$ cat src/rtl/ifu_fetch_queue_pkg.sv
// Shared widths, reset-PC default and queue entry type for the instruction fetch queue.
package ifu_fetch_queue_pkg;

  localparam int unsigned RegWidth   = 64;
  localparam int unsigned MemAddrBus = 32;
  localparam int unsigned INSTWide   = 32;

  localparam logic [RegWidth-1:0] DefaultResetPc = 64'h0000_0000_8000_0000;

  typedef struct packed {
    logic [INSTWide-1:0] inst;
    logic [RegWidth-1:0] pc;
  } ifq_entry_t;

  // Pick the 32-bit instruction word out of a fetched doubleword using PC[2].
  function automatic logic [INSTWide-1:0] sel_word(input logic [63:0] dw, input logic hi);
    return hi ? dw[63:32] : dw[31:0];
  endfunction

endpackage

$ cat src/rtl/ifq_fifo.sv
// Parametrised synchronous FIFO with flush; a flush and a push in the same cycle leave one entry.
module ifq_fifo #(
  parameter int unsigned Width = 8,
  parameter int unsigned Depth = 4,
  localparam int unsigned CntW = $clog2(Depth) + 1
) (
  input  logic             clk_i,
  input  logic             rst_i,
  input  logic             flush_i,
  input  logic             push_i,
  input  logic [Width-1:0] wdata_i,
  input  logic             pop_i,
  output logic [Width-1:0] rdata_o,
  output logic [CntW-1:0]  count_o
);

  localparam int unsigned PtrW = (Depth > 1) ? $clog2(Depth) : 1;

  logic [Width-1:0] mem_q [Depth];
  logic [PtrW-1:0]  wr_q, wr_d, rd_q, rd_d, waddr;
  logic [CntW-1:0]  cnt_q, cnt_d;
  logic             do_push, do_pop;

  function automatic logic [PtrW-1:0] bump(input logic [PtrW-1:0] p);
    return (p == PtrW'(Depth - 1)) ? '0 : p + PtrW'(1);
  endfunction

  always_comb begin
    wr_d   = wr_q;
    rd_d   = rd_q;
    cnt_d  = cnt_q;
    do_pop = pop_i && (cnt_q != '0) && !flush_i;
    if (flush_i) begin
      wr_d  = '0;
      rd_d  = '0;
      cnt_d = '0;
    end
    waddr   = wr_d;
    do_push = push_i && ((cnt_d != CntW'(Depth)) || do_pop);
    if (do_push) begin
      wr_d  = bump(wr_d);
      cnt_d = cnt_d + CntW'(1);
    end
    if (do_pop) begin
      rd_d  = bump(rd_d);
      cnt_d = cnt_d - CntW'(1);
    end
  end

  always_ff @(posedge clk_i) begin
    if (rst_i) begin
      wr_q  <= '0;
      rd_q  <= '0;
      cnt_q <= '0;
    end else begin
      wr_q  <= wr_d;
      rd_q  <= rd_d;
      cnt_q <= cnt_d;
    end
  end

  always_ff @(posedge clk_i) begin
    if (do_push) mem_q[waddr] <= wdata_i;
  end

  assign rdata_o = mem_q[rd_q];
  assign count_o = cnt_q;

endmodule

$ cat src/rtl/ifu_fetch_queue.sv
// Instruction fetch queue: issues cache fetches, tracks in-flight PCs, drops stale responses.
// Optional macro IFQ_BYPASS_EN presents a response at the head in its arrival cycle.
module ifu_fetch_queue
  import ifu_fetch_queue_pkg::*;
#(
  parameter int unsigned         QDEPTH    = 4,
  parameter int unsigned         MAX_OUTST = 2,
  parameter logic [RegWidth-1:0] RESET_PC  = DefaultResetPc
) (
  input  logic                  clk,
  input  logic                  rst,
  input  logic                  isIntrPC,
  input  logic [RegWidth-1:0]   IntrPC,
  input  logic                  is_jump,
  input  logic [RegWidth-1:0]   JumpPc,
  output logic                  cache_req,
  output logic [MemAddrBus-1:0] addr_inst,
  input  logic                  cache_ready,
  input  logic                  cache_valid,
  input  logic [63:0]           inst_i,
  output logic                  if_valid,
  output logic [INSTWide-1:0]   inst_o,
  output logic [RegWidth-1:0]   pc_o,
  input  logic                  id_allow_in
);

  localparam int unsigned CntW  = $clog2(QDEPTH) + 1;
  localparam int unsigned PcCnt = $clog2(MAX_OUTST) + 1;
  localparam int unsigned OutW  = $clog2(MAX_OUTST + 1);

  logic [RegWidth-1:0] pc_q, pc_d, skid_pc_q, skid_pc_d, req_pc, redir_pc, resp_pc;
  logic                skid_vld_q, skid_vld_d, redir, hs, resp_ok, flush;
  logic [OutW-1:0]     outst_q, outst_d, disc_q, disc_d;
  logic [31:0]         in_flight;
  logic [CntW-1:0]     q_cnt;
  logic [PcCnt-1:0]    pcf_cnt;
  logic                q_empty, q_push, q_pop, bypass;
  logic [INSTWide-1:0] resp_inst;
  ifq_entry_t          q_wdata, q_head;

  assign redir    = isIntrPC | is_jump;
  assign redir_pc = isIntrPC ? IntrPC : JumpPc;
  assign flush    = rst | redir;

  // A live redirect beats a held one, which beats the sequential PC.
  assign req_pc    = redir ? redir_pc : (skid_vld_q ? skid_pc_q : pc_q);
  assign addr_inst = req_pc[MemAddrBus-1:0];

  // Discarded responses still occupy the cache, so they count as outstanding.
  assign in_flight = 32'(outst_q) + 32'(disc_q);
  assign cache_req = !rst && (in_flight < MAX_OUTST) && ((32'(q_cnt) + in_flight) < QDEPTH);
  assign hs        = cache_req & cache_ready;

  assign resp_ok   = cache_valid && (disc_q == '0) && (pcf_cnt != '0) && !redir && !rst;
  assign resp_inst = sel_word(inst_i, resp_pc[2]);
  assign q_wdata   = '{inst: resp_inst, pc: resp_pc};
  assign q_empty   = (q_cnt == '0);
  assign q_pop     = id_allow_in && !q_empty;

`ifdef IFQ_BYPASS_EN
  assign bypass = resp_ok && q_empty;
  assign q_push = resp_ok && !(bypass && id_allow_in);
`else
  assign bypass = 1'b0;
  assign q_push = resp_ok;
`endif

  always_comb begin
    if_valid = !q_empty || bypass;
    inst_o   = '0;
    pc_o     = '0;
    if (bypass) begin
      inst_o = resp_inst;
      pc_o   = resp_pc;
    end else if (!q_empty) begin
      inst_o = q_head.inst;
      pc_o   = q_head.pc;
    end
  end

  always_comb begin
    pc_d       = pc_q;
    skid_vld_d = skid_vld_q;
    skid_pc_d  = skid_pc_q;
    outst_d    = outst_q;
    disc_d     = disc_q;
    if (hs) begin
      pc_d       = req_pc + RegWidth'(4);
      skid_vld_d = 1'b0;
    end else if (redir) begin
      skid_vld_d = 1'b1;
      skid_pc_d  = redir_pc;
    end
    if (redir) begin
      // Everything still in flight is stale; a response arriving now is dropped directly.
      disc_d  = OutW'(in_flight - 32'(cache_valid));
      outst_d = OutW'(hs);
    end else begin
      if (cache_valid) begin
        if (disc_q != '0) begin
          disc_d = disc_q - OutW'(1);
        end else if (outst_q != '0) begin
          outst_d = outst_q - OutW'(1);
        end
      end
      if (hs) outst_d = outst_d + OutW'(1);
    end
  end

  always_ff @(posedge clk) begin
    if (rst) begin
      pc_q       <= RESET_PC;
      skid_vld_q <= 1'b0;
      skid_pc_q  <= '0;
      outst_q    <= '0;
      disc_q     <= OutW'(in_flight - 32'(cache_valid));
    end else begin
      pc_q       <= pc_d;
      skid_vld_q <= skid_vld_d;
      skid_pc_q  <= skid_pc_d;
      outst_q    <= outst_d;
      disc_q     <= disc_d;
    end
  end

  ifq_fifo #(
    .Width ($bits(ifq_entry_t)),
    .Depth (QDEPTH)
  ) u_inst_q (
    .clk_i   (clk),
    .rst_i   (rst),
    .flush_i (flush),
    .push_i  (q_push),
    .wdata_i (q_wdata),
    .pop_i   (q_pop),
    .rdata_o (q_head),
    .count_o (q_cnt)
  );

  ifq_fifo #(
    .Width (RegWidth),
    .Depth (MAX_OUTST)
  ) u_pc_fifo (
    .clk_i   (clk),
    .rst_i   (rst),
    .flush_i (flush),
    .push_i  (hs),
    .wdata_i (req_pc),
    .pop_i   (resp_ok),
    .rdata_o (resp_pc),
    .count_o (pcf_cnt)
  );

endmodule

$ cat config.mk
export PLATFORM = sky130hd
export DESIGN_NAME = ifu_fetch_queue
export DESIGN_NICKNAME = d
export VERILOG_FILES = /design/src/rtl/ifu_fetch_queue_pkg.sv /design/src/rtl/ifq_fifo.sv /design/src/rtl/ifu_fetch_queue.sv
export SDC_FILE = /design/constraint.sdc
export NUM_CORES = 1
export LEC_CHECK = 0
export ABC_AREA = 1
export ABC_CLOCK_PERIOD_IN_PS = 6750
export CAP_MARGIN = 5
export CORE_ASPECT_RATIO = 0.5
export CORE_UTILIZATION = 52
export CTS_CLUSTER_SIZE = 28
export DETAILED_ROUTE_END_ITERATION = 16
export PLACE_DENSITY = 0.77
export SLEW_MARGIN = 20
export SYNTH_ARGS = -nofsm -noshare
export SYNTH_HDL_FRONTEND = slang
export SYNTH_HIERARCHICAL = 1
export SYNTH_SLANG_ARGS = --single-unit
$ cat constraint.sdc
create_clock -name clk -period 6.75 [get_ports clk]
set_input_delay 1.0125 -clock clk [delete_from_list [all_inputs] [get_ports clk]]
set_output_delay 1.0125 -clock clk [all_outputs]
set_load 0.02 [all_outputs]
==> Yosys cells after proc, flatten, opt, wreduce, memory -nomap -nowiden <==
Memories as Yosys holds them, arrays and structs flattened. A register that Yosys moved wholly into a read port is not among the register bits.
Cells that the tools add are included.
{ "totals": {"mem_count": 2, "ram_bits": 512, "regBits": 144} }
{ "memory_table": {"columns": ["name", "depth", "word_bits", "rd", "rd_ports_with_merged_regs", "wr", "line_no", "source"], "rows": [
  ["u_inst_q.mem_q", 4, 96, 1, 1, 1, "ifq_fifo.sv:19", "logic [Width-1:0] mem_q [Depth];"],
  ["u_pc_fifo.mem_q", 2, 64, 1, 1, 1, "ifq_fifo.sv:19", null]
]} }
{ "op_classes": {"eq_ne": 4, "order_cmp": 2, "addsub": 15, "bitwise_logic": 4, "n_mux": 40, "reduce_logical": 31} }
{ "op_table": {"columns": ["cell", "count"], "rows": [
  ["two-way mux 64 bit", 4],
  ["adder 64 x 3 -> 64 bit, second input constant", 1],
  ["two-way mux 32 bit", 2],
  ["two-way mux 2 bit", 19],
  ["logical AND 1 bit", 13],
  ["two-way mux 1 bit", 12],
  ["two-way mux 3 bit", 3],
  ["nonzero test 3 bit", 3],
  ["adder 2 x 1 -> 2 bit, second input constant", 4],
  ["nonzero test 2 bit", 3],
  ["subtractor 2 x 1 -> 2 bit, second input constant", 3],
  ["adder 3 x 3 -> 4 bit", 1],
  ["equality test 2 bit, second input constant", 2],
  ["zero test 1 bit", 4],
  ["less-than comparator 4 x 3 -> 1 bit, second input constant", 1],
  ["AND reduction 2 bit", 2],
  ["OR reduction 2 bit", 2],
  ["adder 2 x 2 -> 3 bit", 1],
  ["adder 3 x 1 -> 3 bit, second input constant", 1],
  ["zero test 3 bit", 1],
  ["less-than comparator 3 x 2 -> 1 bit, second input constant", 1],
  ["!= test 3 bit, second input constant", 1],
  ["subtractor 3 x 1 -> 3 bit, second input constant", 1],
  ["adder 1 bit, second input constant", 2],
  ["7 further kinds", 9]
]} }

==> Depth between registers and ports, before layout <==
Gate-level depths: netlist of the first run.
{ "depth": {"depth_word": 12, "mapped_depth": 20, "depth_no_buf": 17} }

==> By module <==
Netlist of the first run, hierarchy kept.
{ "modules_own_cells": {"columns": ["mod", "seq_area_each_um2", "cells_per_inst", "n_inst", "area_per_inst_um2"], "rows": [
  ["ifq_fifo at u_inst_q", 11671.2, 1011, 1, 14745.4],
  ["ifu_fetch_queue", 2682.6, 2081, 1, 11312.1],
  ["ifq_fifo at u_pc_fifo", 3923.8, 375, 1, 4913.5]
]} }

==> Worst setup path after synthesis of the first run <==
Ideal clock, no wire load.
{ "synth_path": {"path_kind": "in2reg", "from": "in isIntrPC", "to": "mem u_inst_q/mem_q[0][0] (netlist name) (enable)", "setup_time_ns": 0.552, "arrival_ns": 6.776, "path_stages": 13, "path_slack_ns": -0.577, "n_path_buf": 3, "required_time_ns": 6.198, "path_cell_list": "inv_2 -> nand2_4 -> buf_2 -> buf_2 -> nor2_1 -> inv_1 -> inv_2 -> nand2_1 -> ha_1 -> nand4_4 -> nand2_1 -> buf_4 -> nor2_1"} }
{ "synth_between": {"elab_chain_len": 8, "word_cells_on_any_way": 14, "classes_between": "eq/ne (1); mux (4); bitwise (2); reduce/logical (7)"} }
{ "synth_lines": {"columns": ["element", "line_no", "source"], "rows": [
  ["from (decl)", "ifu_fetch_queue.sv:12", "input logic isIntrPC,"],
  ["bitwise OR 1 bit (*)", "ifu_fetch_queue.sv:41", "assign redir = isIntrPC | is_jump;"],
  ["bitwise OR 1 bit (*)", "ifu_fetch_queue.sv:43", "assign flush = rst | redir;"],
  ["net flush", "ifu_fetch_queue.sv:32", "logic skid_vld_q, skid_vld_d, redir, hs, resp_ok, flush;"],
  ["two-way mux 3 bit or zero test 1 bit (tied branches)", "ifq_fifo.sv:33, ifq_fifo.sv:32", null],
  ["!= test 3 bit or logical AND 1 bit (tied branches)", "ifq_fifo.sv:39, ifq_fifo.sv:32", null],
  ["logical OR 1 bit", "ifq_fifo.sv:39", "do_push = push_i && ((cnt_d != CntW'(Depth)) || do_pop);"],
  ["logical AND 1 bit", "ifq_fifo.sv:39", null],
  ["two-way mux 1 bit", "ifq_fifo.sv:63", "if (do_push) mem_q[waddr] <= wdata_i;"],
  ["two-way mux 1 bit (implied by the code)", "ifq_fifo.sv:63", null],
  ["to (decl)", "ifq_fifo.sv:19", null]
]} }
The timed path passes the listed nets; every way through them passes the cells marked *.

==> reports/qor.csv, run 1 <==
stage,metric,value,unit
yosys,synth_compound_area_share,8.00,%
yosys,synth-simple-area-share,23.8,%
route,drt_pass1_iterations,6,
global_routing,antenna_found_initial,1,
route,vias,24700,
route,route.met2.wl,38700,um
route,wirelength,84600,um
sta,rsz0062_at_grt,false,
route,post_drt_wl_per_cell,18.8,um
clock_tree,cts_hold_buf,0,
sta,finalHoldViolCount,0,
yosys,ys_types,42,
clock_tree,numCtsBuffers,56,
yosys,synthAdderAreaFrac,0.711,%
yosys,syn_area,31000,um2
cells_and_area,multi_input_area,10600,um2
global_routing,grt_max_degree,144,
yosys,synth_xor_area_share,0.509,%
clock_tree,cts.path.max_buffers,3,
setup_path,worstSetupEndpointType,output pin,
floorplan,row_count,62,
route,viasPerCell,5.51,
setup_path,start_kind,flip-flop,
setup_path,worstPathArrival,4.02,ns
yosys,ys_warn_count,6,
cells_and_area,stdcell_area,36400,um2
route,wl_met3,6870,um
sta,finalSetupViolCount,0,
cells_and_area,drive_above_1_share,6.04,%
global_routing,grt_overflow,0,
sta,clock_skew,0.0254,ns
floorplan,die_w,347,um
cells_and_area,area_delta_synth_final,17.4,%
clock_tree,clk_latency,0.62,ns
route,wl_met1,36300,um
floorplan,die_y,175,um
placement,dpl-instance-area,34400,um2
clock_tree,cts.clk_slew.worst_paths,0.06,ns
cells_and_area,n_fill_cell,4636,
sta,final.setup.tns,0,ns
clock_tree,clock-sinks,656,
yosys,synth-seq-cells,656,
cells_and_area,finalNetCount,3894,
floorplan,dieArea,60600,um2
sta,maxSlewHeadroom,28.4,%
sta,worst_pin_slew,1.07,ns
clock_tree,cts-root-buf,clkbuf_16,
clock_tree,post_cts_buffers,0,
sta,drv_slew,0,
cells_and_area,antenna_cells,0,
route,drc,0,
outcome,outcome,"finished, final reports clean",
yosys,netlist_instances,3467,
yosys,syn-num-nets,3683,
floorplan,core,58100,um2
job,max_cap_viol_count,0,
route,drtAntennaViolNets,0,
global_routing,grtUsageTotal,27.4,%
floorplan,initial_utilization,53.3,%
sta,fin_crit_sh,74.6,%
placement,dpl.hpwl,56400,um
placement,port_buffers,328,
power_and_ir_drop,peakVddDrop,0.269,mV
worst_hold_path,hp-class,reg -> reg,
clock_tree,cts_resized,0,
yosys,muxShareOfSynthArea,1.23,%
clock_tree,cts_tree,done,
cells_and_area,regArea,18300,um2
yosys,syn_area_per_cell,8.93,um2
power_and_ir_drop,p_leak,0.0143,uW
setup_path,path_class,reg -> out,
global_routing,grt_pass1_vias,23300,
floorplan,io_pins,329,
power_and_ir_drop,power_density,261,nW/um2
clock_tree,htreeDepth,2,
setup_path,cp.required,5.74,ns
placement,gp_congestion,0.951,
sta,max_freq,0.199,GHz
sta,final.min_clock_period,5.04,ns
route,drtIter0Drc,2950,
yosys,synth_top_family_by_area,simple AND/OR/NAND/NOR gates,
setup_path,crit_fanout,143,
route,highest_layer,met4,
global_routing,grt_pass1_wl,129000,um
yosys,synth_seq_area_share,59.0,%
## cell usage after synthesis
| cell | number | area, um2 |
|---|---|---|
| nand2_1 | 957 | 3590 |
| nor2_1 | 637 | 2390 |
| edfxtp_1 | 514 | 15400 |
| inv_1 | 223 | 837 |
| o21ai_0 | 211 | 1060 |
| nand3_1 | 196 | 981 |
| dfxtp_1 | 142 | 2840 |
| o22ai_1 | 97 | 607 |
| o21ai_1 | 84 | 420 |
| clkbuf_1 | 72 | 270 |
| buf_2 | 52 | 260 |
| buf_4 | 51 | 383 |
| a21oi_1 | 34 | 170 |
| mux2_2 | 32 | 360 |
| nor2_2 | 21 | 131 |
| buf_6 | 20 | 225 |
| a311oi_1 | 18 | 158 |
| xor2_1 | 18 | 158 |
| ha_1 | 16 | 200 |
| buf_1 | 10 | 37.5 |
| nand2_2 | 10 | 62.6 |
| inv_2 | 7 | 26.3 |
| nand4_1 | 7 | 43.8 |
| clkbuf_2 | 5 | 25.0 |
| nor3_1 | 5 | 25.0 |
| a211oi_1 | 4 | 30.0 |
| nor2_4 | 4 | 45.0 |
| o211ai_1 | 3 | 22.5 |
| and2_1 | 2 | 12.5 |
| mux2i_1 | 2 | 20.0 |
| nand3_2 | 2 | 20.0 |
| a31oi_1 | 1 | 6.26 |
| bufinv_8 | 1 | 17.5 |
| clkinv_2 | 1 | 5.00 |
| fa_1 | 1 | 20.0 |
| inv_4 | 1 | 6.26 |
| nand2_4 | 1 | 11.3 |
| nand3b_1 | 1 | 7.51 |
| nand4_4 | 1 | 21.3 |
| nor4_2 | 1 | 12.5 |
| o32ai_1 | 1 | 8.76 |
| or2_2 | 1 | 6.26 |
## metal layers
metal / GRT usage, % / vias to the layer above
met3: 3.69 / 172
met5: 0 / -
met4: 9.66 / 0
li1: - / 11900
met1: 39.1 / 11600
met2: 43.1 / 1055
## placed cells by master (no fill, tap or decap), types with 13 or more instances in the layout
cell type        count
a21oi_1             34
a311oi_1            18
buf_4               29
clkbuf_16           56
clkdlybuf4s50_1    326
clkinv_2            13
dfxtp_1            138
edfxtp_1           514
ha_1                14
inv_1              223
mux2_2              32
nand2_1            956
nand3_1            196
nor2_1             633
nor2_2              21
o21ai_0            211
o21ai_1             84
o22ai_1             97
xor2_1              18
## worst max-delay path, stage by stage, from the launching register on
cell and delay, ns:
dfxtp_4 0.58, inv_6 0.90, buf_4 0.60, o21ai_0 0.15, o22ai_1 0.15, inv_1 0.06, nor2_1 0.20, clkdlybuf4s50_1 0.66
## registers in the layout, indices dropped and copies added (netlist names)
register           flops
u_pc_fifo/mem_q      128
outst_q                2
skid_pc_q             64
u_inst_q/rd_q          2
u_pc_fifo/rd_q         1
u_pc_fifo/wr_q         1
pc_q                  64
u_inst_q/count_o       3
skid_vld_q             1
disc_q                 2
u_inst_q/wr_q          2
u_pc_fifo/count_o      2
u_inst_q/mem_q       384
## cell families after synthesis
kind of cell	Yosys count
AO/OA/AOI/OAI	453
XOR/XNOR	18
adder cells (fa/ha/maj)	17
buffers and inverters	443
flip-flops	656
multiplexers	34
AND/OR/NAND/NOR	1846
## per-stage QoR
step	cells	utilization [%]	hold slack (ns)	power [uW]	setup slack, ns
floorplan	3467	-	0.429	5600	1.05
global placement	4388	59.2	0.444	6040	1.88
detailed placement	4388	59.2	0.449	6080	1.71
CTS	4493	62.6	0.459	9490	1.72
global route	4493	62.6	0.499	9820	1.43
finish	4493	62.6	0.454	9480	1.71
## path summary, 6_finish.rpt
kind | end | slack, ns | startpoint | depth (start not counted)
worst max-delay path | pc_o[10] | 1.71 | u_inst_q/rd_q[0] | 7
worst min-delay path | skid_pc_q[3] | 0.45 | skid_pc_q[3] | 2
worst max register to register | u_pc_fifo/mem_q[0][45] | 2.39 | disc_q[0] | 13
worst min register to register | skid_pc_q[3] | 0.45 | skid_pc_q[3] | 2
## report_power, final
group / internal, uW / leakage [uW] / switching [uW]
registers: 4620 / 0.00582 / 85.8
clock network: 1950 / 0.000958 / 1510
logic: 431 / 0.00755 / 888
## layout make-up
| type | instances | share of cell area (%) |
|---|---|---|
| sequential | 656 | 50.3 |
| multi-input combinational | 2368 | 29.3 |
| timing repair buffer | 363 | 9.88 |
| clock buffer | 63 | 3.98 |
| tap | 768 | 2.64 |
| inverter | 233 | 2.46 |
| clock inverter | 42 | 1.49 |
Note: power is estimated with default switching activity, not from simulation.
==> inputs of run 2 (changes only) <==
--- a/config.mk
+++ b/config.mk
@@ -6,7 +6,7 @@
 export NUM_CORES = 1
 export LEC_CHECK = 0
 export ABC_AREA = 1
-export ABC_CLOCK_PERIOD_IN_PS = 6750
+export ABC_CLOCK_PERIOD_IN_PS = 4000
 export CAP_MARGIN = 5
 export CORE_ASPECT_RATIO = 0.5
 export CORE_UTILIZATION = 52
==> constraint.sdc (replaced) <==
create_clock -name clk -period 4 [get_ports clk]
set_input_delay 0.6 -clock clk [delete_from_list [all_inputs] [get_ports clk]]
set_output_delay 0.6 -clock clk [all_outputs]
set_load 0.02 [all_outputs]
==> run 2 against run 1 <==
Effect of this change:
- via count is 1.1% higher
- die area stayed put
- clock power increased by 63%
- largest cell class unchanged
==> reports/qor.csv, run 2 (synthesized netlist as in run 1, its figures left out) <==
stage,metric,value,unit,change
outcome,outcome,"finished, final reports clean",,
route,wirelength,86600,um,+2.4%
sta,rsz0062_at_grt,false,,
setup_path,critical_path_buf_inv_count,1,,-3
clock_tree,cts_tree,done,,
floorplan,dieArea,60600,um2,unchanged
clock_tree,cts.path.max_buffers,3,,unchanged
route,drc,0,,unchanged
floorplan,row_count,62,,unchanged
clock_tree,cts_hold_buf,0,,unchanged
setup_path,crit_path_top_delay_cell,clkdlybuf4s50_1,,
worst_hold_path,hp-class,in -> reg,,
clock_tree,clk_latency,0.63,ns,about the same
route,vias,25000,,+1.1%
placement,dpl_worst_slack,0.369,ns,-1.34 ns
route,viasPerCell,5.54,,+0.51%
cells_and_area,largest_register_ffs,384,,unchanged
route,drt_pass1_iterations,6,,unchanged
setup_path,worstSetupEndpointType,output pin,,
placement,gp_congestion,0.964,,+1.3%
sta,maxSlewHeadroom,31.4,%,+3.0 points
global_routing,grt_max_degree,110,,-24%
setup_path,worstPathArrival,3.27,ns,-0.75 ns
clock_tree,cts.clk_slew.worst_paths,0.07,ns,about the same
clock_tree,cts_resized,0,,unchanged
sta,finalHoldViolCount,0,,unchanged
clock_tree,clock-sinks,656,,unchanged
floorplan,core,58100,um2,unchanged
global_routing,grt_overflow,0,,unchanged
clock_tree,post_cts_buffers,0,,unchanged
sta,worst_pin_slew,1.03,ns,-0.0486 ns
global_routing,grt_pass1_vias,23200,,-0.30%
power_and_ir_drop,peakVddDrop,0.340,mV,+26%
cells_and_area,top_register,u_inst_q/mem_q,,
sta,final.min_clock_period,3.87,ns,
setup_path,path_class,reg -> out,,
clock_tree,numCtsBuffers,57,,+1.8%
sta,clock_skew,0.0194,ns,-0.00593 ns
power_and_ir_drop,p_leak,0.0144,uW,+0.89%
job,max_cap_viol_count,0,,unchanged
global_routing,grtUsageTotal,27.9,%,+0.56 points
route,drtAntennaViolNets,0,,unchanged
placement,port_buffers,328,,unchanged
floorplan,initial_utilization,53.3,%,unchanged
sta,fin_ws,0.134,ns,-1.58 ns
cells_and_area,drive_above_1_share,6.64,%,+0.60 points
floorplan,io_pins,329,,unchanged
global_routing,antenna_found_initial,2,,+1
clock_tree,cts-root-buf,clkbuf_16,,
sta,drv_slew,0,,unchanged
sta,finalSetupViolCount,0,,unchanged
setup_path,cp.required,3.40,ns,-2.34 ns
floorplan,die_y,175,um,unchanged
sta,final.setup.tns,0,ns,unchanged
sta,max_freq,0.259,GHz,
setup_path,start_kind,flip-flop,,
setup_path,path_cells,ha_1 -> fa_1 -> ha_1 -> nand2_1 -> nor2_1 -> nor4_4 -> clkdlybuf4s50_1,,
cells_and_area,final_common_cell,nand2_1,,
cells_and_area,finalNetCount,3919,,+0.64%
sta,fin_crit_sh,96.7,%,
cells_and_area,layout_common_cells,"956 x nand2_1, 631 x nor2_1, 514 x edfxtp_1",,
route,post_drt_wl_per_cell,19.2,um,+1.8%
placement,dpl.hpwl,58200,um,+3.4%
setup_path,critPathMaxStageDelay,0.73,ns,-0.17 ns
global_routing,grt_pass1_wl,131000,um,+1.6%
setup_path,crit_fanout,3,,-98%
route,drtIter0Drc,2819,,-4.4%
setup_path,path_common_cell,ha_1,,
floorplan,die_w,347,um,unchanged
clock_tree,htreeDepth,2,,unchanged
cells_and_area,area_delta_synth_final,18.4,%,
cells_and_area,top_regs,"u_inst_q/mem_q: 384 flops, u_pc_fifo/mem_q: 128 flops",,
setup_path,cpLargestDelayFamily,adder cells,,
power_and_ir_drop,power_density,434,nW/um2,+66%
-- run 2: cell type report --
| type | count | area (um2) |
|---|---|---|
| multi-input combinational | 2368 | 10700 |
| timing repair buffer | 387 | 3930 |
| clock inverter | 43 | 434 |
| antenna | 2 | 5.00 |
| tap | 768 | 961 |
| fill | 4686 | 21400 |
| clock buffer | 63 | 1470 |
| inverter | 233 | 897 |
| sequential | 656 | 18300 |
-- run 2: through the flow --
step                utilization [%]  cell area, um2  power [uW]  instances  hold WS, ns
floorplan                         -           31100        9460       3467        0.429
global placement               59.8           34700       10300       4411        0.442
detailed placement             59.8           34700       10300       4411        0.455
CTS                            63.1           36600       15900       4517        0.277
global route                   63.1           36700       16500       4518        0.303
finish                         63.1           36700       15900       4520        0.315
-- run 2: worst paths after layout --
check	from	endpoint	slack, ns	cells after the start
setup / recovery	disc_q[0]	cache_req	0.13	7
hold / removal	rst	u_inst_q/rd_q[0]	0.31	2
setup reg to reg	disc_q[0]	skid_pc_q[55]	0.67	12
hold reg to reg	skid_pc_q[3]	skid_pc_q[3]	0.47	2
-- run 2: layer usage --
metal,GRT usage [%],routed length [um]
met2,42.4,38300
met3,5.42,8310
met4,9.05,2530
met5,0,15
met1,40.5,37400
-- run 2: power breakdown --
group          total (uW)  switching, uW  internal, uW
Sequential           7950            163          7790
Combinational        2300           1540           763
Clock                5650           2580          3060
Total               15900           4290         11600
